===== config.mk =====
export PLATFORM = sky130hd
export DESIGN_NAME = axi_master_port
export DESIGN_NICKNAME = d
export VERILOG_FILES = /design/src/rtl/axi_master_port.sv
export SDC_FILE = /design/constraint.sdc
export NUM_CORES = 1
export LEC_CHECK = 0
export BUFFER_PORTS_ARGS = -buffer_cell sky130_fd_sc_hd__buf_2
export CAP_MARGIN = 20
export CORE_ASPECT_RATIO = 0.7
export CORE_MARGIN = 3
export CORE_UTILIZATION = 32
export CTS_CLUSTER_SIZE = 40
export DETAILED_ROUTE_END_ITERATION = 8
export GPL_ROUTABILITY_DRIVEN = 1
export PLACE_DENSITY = 0.69
export SYNTH_ARGS = -nofsm -noshare
export SYNTH_HDL_FRONTEND = slang
export SYNTH_SLANG_ARGS = --single-unit

===== constraint.sdc =====
create_clock -name ACLK -period 1.4 [get_ports ACLK]
set_clock_uncertainty 0.1 [all_clocks]
set_input_delay 0.28 -clock ACLK [delete_from_list [all_inputs] [get_ports ACLK]]
set_output_delay 0.28 -clock ACLK [all_outputs]
set_load 0.005 [all_outputs]

===== src/rtl/axi_master_port.sv =====
// -----------------------------------------------------------------------------
// axi_master_port
//
// Bridges a simple blocking CPU load/store port onto an AXI3-style master.
// Each CPU request becomes exactly one single-beat AXI transaction. Reads go
// IDLE -> AR -> R -> DONE and writes go IDLE -> AW -> W -> B -> DONE. The CPU
// is stalled until the DONE cycle.
//
// Parameters
//   MID        ID driven on ARID/AWID for every transaction.
//
// Ports
//   ACLK, ARESETn              clock, synchronous active-low reset
//   cpu_req/cpu_we             request strobe and direction (1 = write)
//   cpu_addr/wdata/wstrb       byte address, write data, byte enables
//   cpu_rdata                  data of the first R beat of the last read
//   cpu_stall                  high while a request is pending and not in DONE
//   cpu_err                    sticky non-OKAY flag for the last transaction
//   AR*/R*                     read address and read data channels
//   AW*/W*/B*                  write address, write data, write response
// -----------------------------------------------------------------------------
module axi_master_port #(
  parameter logic [3:0] MID = 4'd1
) (
  input  logic        ACLK,
  input  logic        ARESETn,
  // CPU side
  input  logic        cpu_req,
  input  logic        cpu_we,
  input  logic [31:0] cpu_addr,
  input  logic [31:0] cpu_wdata,
  input  logic [3:0]  cpu_wstrb,
  output logic [31:0] cpu_rdata,
  output logic        cpu_stall,
  output logic        cpu_err,
  // AR channel
  output logic [3:0]  ARID,
  output logic [31:0] ARADDR,
  output logic [3:0]  ARLEN,
  output logic [2:0]  ARSIZE,
  output logic [1:0]  ARBURST,
  output logic        ARVALID,
  input  logic        ARREADY,
  // R channel
  input  logic [3:0]  RID,
  input  logic [31:0] RDATA,
  input  logic [1:0]  RRESP,
  input  logic        RLAST,
  input  logic        RVALID,
  output logic        RREADY,
  // AW channel
  output logic [3:0]  AWID,
  output logic [31:0] AWADDR,
  output logic [3:0]  AWLEN,
  output logic [2:0]  AWSIZE,
  output logic [1:0]  AWBURST,
  output logic        AWVALID,
  input  logic        AWREADY,
  // W channel
  output logic [31:0] WDATA,
  output logic [3:0]  WSTRB,
  output logic        WLAST,
  output logic        WVALID,
  input  logic        WREADY,
  // B channel
  input  logic [3:0]  BID,
  input  logic [1:0]  BRESP,
  input  logic        BVALID,
  output logic        BREADY
);

  typedef enum logic [2:0] {
    IDLE = 3'd0,
    AR   = 3'd1,
    R    = 3'd2,
    AW   = 3'd3,
    W    = 3'd4,
    B    = 3'd5,
    DONE = 3'd6
  } state_t;

  state_t      state_q, state_d;
  logic [31:0] addr_q, addr_d;
  logic [31:0] wdata_q, wdata_d;
  logic [3:0]  wstrb_q, wstrb_d;
  logic [31:0] rdata_q, rdata_d;
  logic        err_q, err_d;
  // Set on acceptance, cleared after the first R beat; later beats are dropped.
  logic        first_q, first_d;

  // Response IDs are deliberately not compared against MID.
  logic unused_ids;
  assign unused_ids = ^{RID, BID};

  // State and datapath registers
  always_ff @(posedge ACLK) begin
    if (!ARESETn) begin
      state_q <= IDLE;
      addr_q  <= 32'd0;
      wdata_q <= 32'd0;
      wstrb_q <= 4'd0;
      rdata_q <= 32'd0;
      err_q   <= 1'b0;
      first_q <= 1'b0;
    end else begin
      state_q <= state_d;
      addr_q  <= addr_d;
      wdata_q <= wdata_d;
      wstrb_q <= wstrb_d;
      rdata_q <= rdata_d;
      err_q   <= err_d;
      first_q <= first_d;
    end
  end

  // Next-state logic and state-decoded handshake outputs. VALID/READY depend
  // on state only, so a VALID is never withdrawn before its handshake and the
  // payload comes from registers latched at acceptance.
  always_comb begin
    state_d = state_q;
    addr_d  = addr_q;
    wdata_d = wdata_q;
    wstrb_d = wstrb_q;
    rdata_d = rdata_q;
    err_d   = err_q;
    first_d = first_q;
    ARVALID = 1'b0;
    RREADY  = 1'b0;
    AWVALID = 1'b0;
    WVALID  = 1'b0;
    WLAST   = 1'b0;
    BREADY  = 1'b0;

    case (state_q)
      IDLE: begin
        if (cpu_req) begin
          addr_d  = cpu_addr;
          wdata_d = cpu_wdata;
          wstrb_d = cpu_wstrb;
          err_d   = 1'b0;
          first_d = 1'b1;
          state_d = cpu_we ? AW : AR;
        end
      end
      AR: begin
        ARVALID = 1'b1;
        if (ARREADY) state_d = R;
      end
      R: begin
        RREADY = 1'b1;
        if (RVALID) begin
          if (first_q) begin
            rdata_d = RDATA;
            err_d   = (RRESP != 2'b00);
            first_d = 1'b0;
          end
          if (RLAST) state_d = DONE;
        end
      end
      AW: begin
        AWVALID = 1'b1;
        if (AWREADY) state_d = W;
      end
      W: begin
        WVALID = 1'b1;
        WLAST  = 1'b1;
        if (WREADY) state_d = B;
      end
      B: begin
        BREADY = 1'b1;
        if (BVALID) begin
          err_d   = (BRESP != 2'b00);
          state_d = DONE;
        end
      end
      DONE: begin
        state_d = IDLE;
      end
      default: begin
        state_d = IDLE;
      end
    endcase
  end

  // Payloads always reflect the latched request; they are only meaningful
  // while the matching VALID is high.
  assign ARID    = MID;
  assign ARADDR  = addr_q;
  assign ARLEN   = 4'd0;
  assign ARSIZE  = 3'b010;
  assign ARBURST = 2'b01;

  assign AWID    = MID;
  assign AWADDR  = addr_q;
  assign AWLEN   = 4'd0;
  assign AWSIZE  = 3'b010;
  assign AWBURST = 2'b01;

  assign WDATA   = wdata_q;
  assign WSTRB   = wstrb_q;

  assign cpu_rdata = rdata_q;
  assign cpu_err   = err_q;
  // Combinational so the pipeline is held from the very cycle of the request,
  // including while reset is asserted.
  assign cpu_stall = cpu_req & (state_q != DONE);

endmodule


-- Word level (Yosys, flattened, before mapping)
Cells that the tools add are included.
- flip-flop bits (word level): 105
- logic and storage cells: 54
- equal/unequal tests: 14
- mux-type cells: 22
- bitwise logic cells: 1
- reductions and logical operators: 10
- operators by type and width (kind ; number):
    $mux 3 ; 7
    $pmux 3 s6 ; 1
    $ne 2x2->1 const B ; 8
    $mux 1 ; 11
    $reduce_and 7->1 ; 1
    $eq 3x2->1 const B ; 2
    $eq 3x3->1 const B ; 2
    $reduce_and 3->1 ; 2
    $reduce_bool 2->1 ; 3
    $reduce_and 5->1 ; 1
    $eq 3x1->1 const B ; 1
    $logic_not 3->1 ; 1
    $ne 3x3->1 const B ; 1
    $pmux 1 s3 ; 1
    $reduce_bool 3->1 ; 1
    $mux 2 ; 1
    $pmux 1 s2 ; 1
    $reduce_and 2->1 ; 1
    $and 1x1->1 ; 1

-- Depth between registers and ports, before layout
- word-level depth: 4
- mapped depth: 8
- gate-level depth less buffers: 4

-- Worst setup path before layout
Ideal clock, no wire load.
- kind: register to register
- start point: reg state_q[2]
- end point: reg state_q[0]
- data arrival time: 1.344 ns
- slack: -0.116 ns
- stages on the path, launching flop included: 6
- path through: dfxtp_1 -> buf_2 -> or2_4 -> o32ai_4 -> a221o_2 -> mux2i_1
- cells in the longest elaborated chain, start to end: 3
- elaborated cells on any way between the ends: 15
- classes of those cells: eq/ne: 12; mux: 1; reduce/logical: 2
- RTL lines (element ; line ; RTL):
    start: declaration ; 82 ; state_t state_q, state_d;
    start signal: assignment ; 106 ; state_q <= state_d;
    $eq 3x3->1 (tied with other cells) ; 134 ; case (state_q)
    $ne 2x2->1 (no line) ; -- ;
    $reduce_and 7->1 (no line) ; -- ;
Parallel ways exist; a longest one is shown, timed or not.
A chain may end at the register's enable or synchronous reset.

-- Final worst setup path
- start point: reg state_q[0]
- end point: out WLAST
- cells in the longest elaborated chain, start to end: 2
- RTL lines (element ; line ; RTL):
    $eq 3x3->1 ; 134 ;
    $mux 1 ; 134 ;
    end: declaration ; 62 ; output logic WLAST,
No other way between the ends.

==> reports/qor.csv <==
stage,metric,value,unit
global_routing,vias in the first global route,4207,
timing,"Worst Setup Slack, final",-0.252,ns
clocking,# clock sinks,105,
floorplan,Die Y,106,µm
clocking,maximum clock insertion buffer count,2,
placement,port buffer count,253,
floorplan,Die X,149,µm
logic_synthesis,Post-synth top flop,dfxtp_1,
route,Via density,4.56,
critical_path,Max stage delay on crit path,0.38,ns
logic_synthesis,post-synth cell types,36,
logic_synthesis,Yosys warnings,0,
final_layout,share of layout cells above drive strength 1,66.8,%
timing,Final Max Slew Viols,0,
clocking,Root Buffer,clkbuf_16,
outcome,status,"complete, but fails checks",
pwr,Worst VDD drop,0.000747,V
floorplan,I/O pin cnt,288,
placement,HPWL Detailed,8940,µm
logic_synthesis,Synth Register Bits,105,
logic_synthesis,register area share after synthesis,45.7,%
logic_synthesis,Post-synth EDFFs,0,
logic_synthesis,synth top area cells,"dfxtp_1 (46%), nand2_1 (17%), a21boi_0 (12%)",
min_path,hold path depth,3,
critical_path,Required @ worst endpoint,1.02,ns
global_routing,largest net degree at the start of global routing,108,
critical_path,CP Launch Type,register,
clocking,Clock transition at path regs,0.07,ns
timing,Tmin final,1.65,ns
clocking,insertion delay to the later sink of the worst-skew pair,0.33,ns
critical_path,Critical Path Stages,4,
final_layout,area grow syn2layout,70.0,%
logic_synthesis,most numerous cell in the Yosys netlist,nand2_1,
timing,final setup vio count,111,
critical_path,Critical Path AT,1.27,ns
final_layout,ANT cells,0,
timing,Tcrit/Tclk final,118,%
floorplan,Initial Util,33.9,%
critical_path,Critical Path Slowest Stage Cell,dfxtp_4,
route,final WL,16300,µm
timing,Final Hold Vio Count,0,
global_routing,gr ovfl total,0,
pwr,Pwr Total,12.9,mW
logic_synthesis,Post-Syn Area per Cell,8.37,µm²
critical_path,"Cell Chain, Critical Path",buf_12 -> nor3_4 -> buf_6 -> buf_6,
clocking,Num CTS Buffers,9,
outcome,failing checks,setup timing,
clocking,hold-fix buffers at CTS,0,
timing,unrepaired setup endpoints after global routing,true,
route,DR iter-0 viols,160,
final_layout,# nets final,932,
logic_synthesis,mapped cell area,4600,µm²
floorplan,core area,13600,µm²
route,WL/cell,16.3,µm
pwr,power per cell area,1660,nW/µm²
global_routing,GR Util All Layers,18.6,%
critical_path,Critical path buffers and inverters,3,
floorplan,Core Rows,35,
final_layout,Fillers,1205,
critical_path,R2R cell count,7,
route,vias,4554,
pwr,Pleak,3.85,nW
logic_synthesis,synth cell count leaders,"nand2_1 (206), dfxtp_1 (105), a21boi_0 (72)",
logic_synthesis,largest area contributor in the synthesized netlist,dfxtp_1,
clocking,# H-tree levels,3,
global_routing,initial antenna violation count,0,
logic_synthesis,post-synth top area share,45.7,%
clocking,TritonCTS clock tree,built,
run,Max Cap Viol,0,
route,drc violations,0,
critical_path,crit path kind,reg2out,
min_path,worst min path class,in2reg,
logic_synthesis,Syn Inst Count,549,
logic_synthesis,ys async rst share,0,%
route,drt pass-1 iters,4,
critical_path,crit path capture type,output port,
critical_path,Most common cell on crit path,buf_6,
timing,Max Freq,605,MHz
placement,GP Congestion,0.769,
critical_path,worst-path maximum fanout,6,
final_layout,post-route cell area,7810,µm²
critical_path,"CP delay by family, top",flip-flops,
global_routing,first-pass GRT wire length,23000,µm
route,Final ANT Viol Nets,0,
floorplan,Die ar.,15900,µm²
placement,Post-DP Area,5730,µm²
[worst reg2reg max path: stages (launching register included)]
cell and delay, ns:
dfxtp_4 0.38, nor2_4 0.13, buf_6 0.12, buf_6 0.08
and4_4 0.33, clkbuf_16 0.21, nand2_1 0.07, a21boi_1 0.12
[metrics by stage]
step / hold slack, ns / util (%) / setup WS (ns) / instances / setup TNS, ns
floorplan: 0.315 / - / -0.0286 / 573 / -0.0859
global placement: 0.339 / 42.2 / -0.0748 / 932 / -3.60
detailed placement: 0.342 / 42.2 / -0.134 / 932 / -5.26
CTS: 0.0561 / 53.5 / -0.234 / 1004 / -11.20
global route: 0.0576 / 57.5 / -0.298 / 999 / -15.34
finish: 0.0695 / 57.5 / -0.252 / 999 / -9.68
[area by class of cell]
type	instances	area, µm²	area share, %
multi-input combinational	369	2800	35.8
timing repair buffer	321	2380	30.5
sequential	105	2110	27.1
tap	185	231	2.96
clock buffer	10	229	2.93
clock inverter	6	42.5	0.545
inverter	3	11.3	0.144
[kinds of logic after synthesis]
group / Yosys count / share of synthesized area, %
and+or+nand+nor: 226 / 19.8
AOI/OAI and AO/OA: 112 / 18.8
DFF: 105 / 45.7
buffers and inverters: 99 / 14.3
muxes: 4 / 0.871
other: 2 / 0.163
adders and majority gates: 1 / 0.272
[final timing paths]
path,endpoint,start,slack (ns)
setup reg to reg,cpu_rdata[28],state_q[0],-0.21
hold reg to reg,WDATA[25],WDATA[25],0.35
hold / removal,WSTRB[0],cpu_wstrb[0],0.07
setup / recovery,WLAST,state_q[0],-0.25
[registers in the layout (all words and copies together), names as in the netlist]
signal / count
ARADDR: 32
WDATA: 32
cpu_rdata: 32
WSTRB: 4
state_q: 3
cpu_err: 1
first_q: 1
[metal layers]
layer | track usage, % | vias to the layer above | share of wire (%)
met5 | 0 | - | 0
met4 | 3.07 | 0 | 0.41
met3 | 5.16 | 5 | 6.8
met2 | 30.8 | 167 | 48
met1 | 24.6 | 2166 | 45
li1 | - | 2216 | -
[cell usage in the layout, fill, tap and decap left out, types with 2 or more instances in the layout]
master	n
clkinv_2	2
clkbuf_16	12
mux2i_1	4
dfxtp_4	3
buf_16	11
dfxtp_1	102
buf_12	15
clkinvlp_4	2
buf_4	15
nand3b_1	2
a21boi_1	65
nand2_1	51
buf_2	248
buf_6	22
inv_2	2
o2bb2ai_1	2
nand2_2	93
conb_1	26
and2_4	2
buf_8	7
nand2_4	62
inv_6	2
a21boi_2	35
and2_1	2
nor2_1	3
nor2b_4	2
[where the power goes]
part	switching (mW)	leakage [nW]	internal, mW
Sequential	0.479	0.859	3.55
Clock	1.16	0.129	1.22
Combinational	3.00	2.86	3.53
Total	4.63	3.85	8.30
[repair_timing]
action,CTS,global route
cloned,20,4
resized for setup,193,215
setup buffers,36,6
setup endpoints to repair,111,111
pin swaps,113,168
Power figures use the tool's default switching activity.
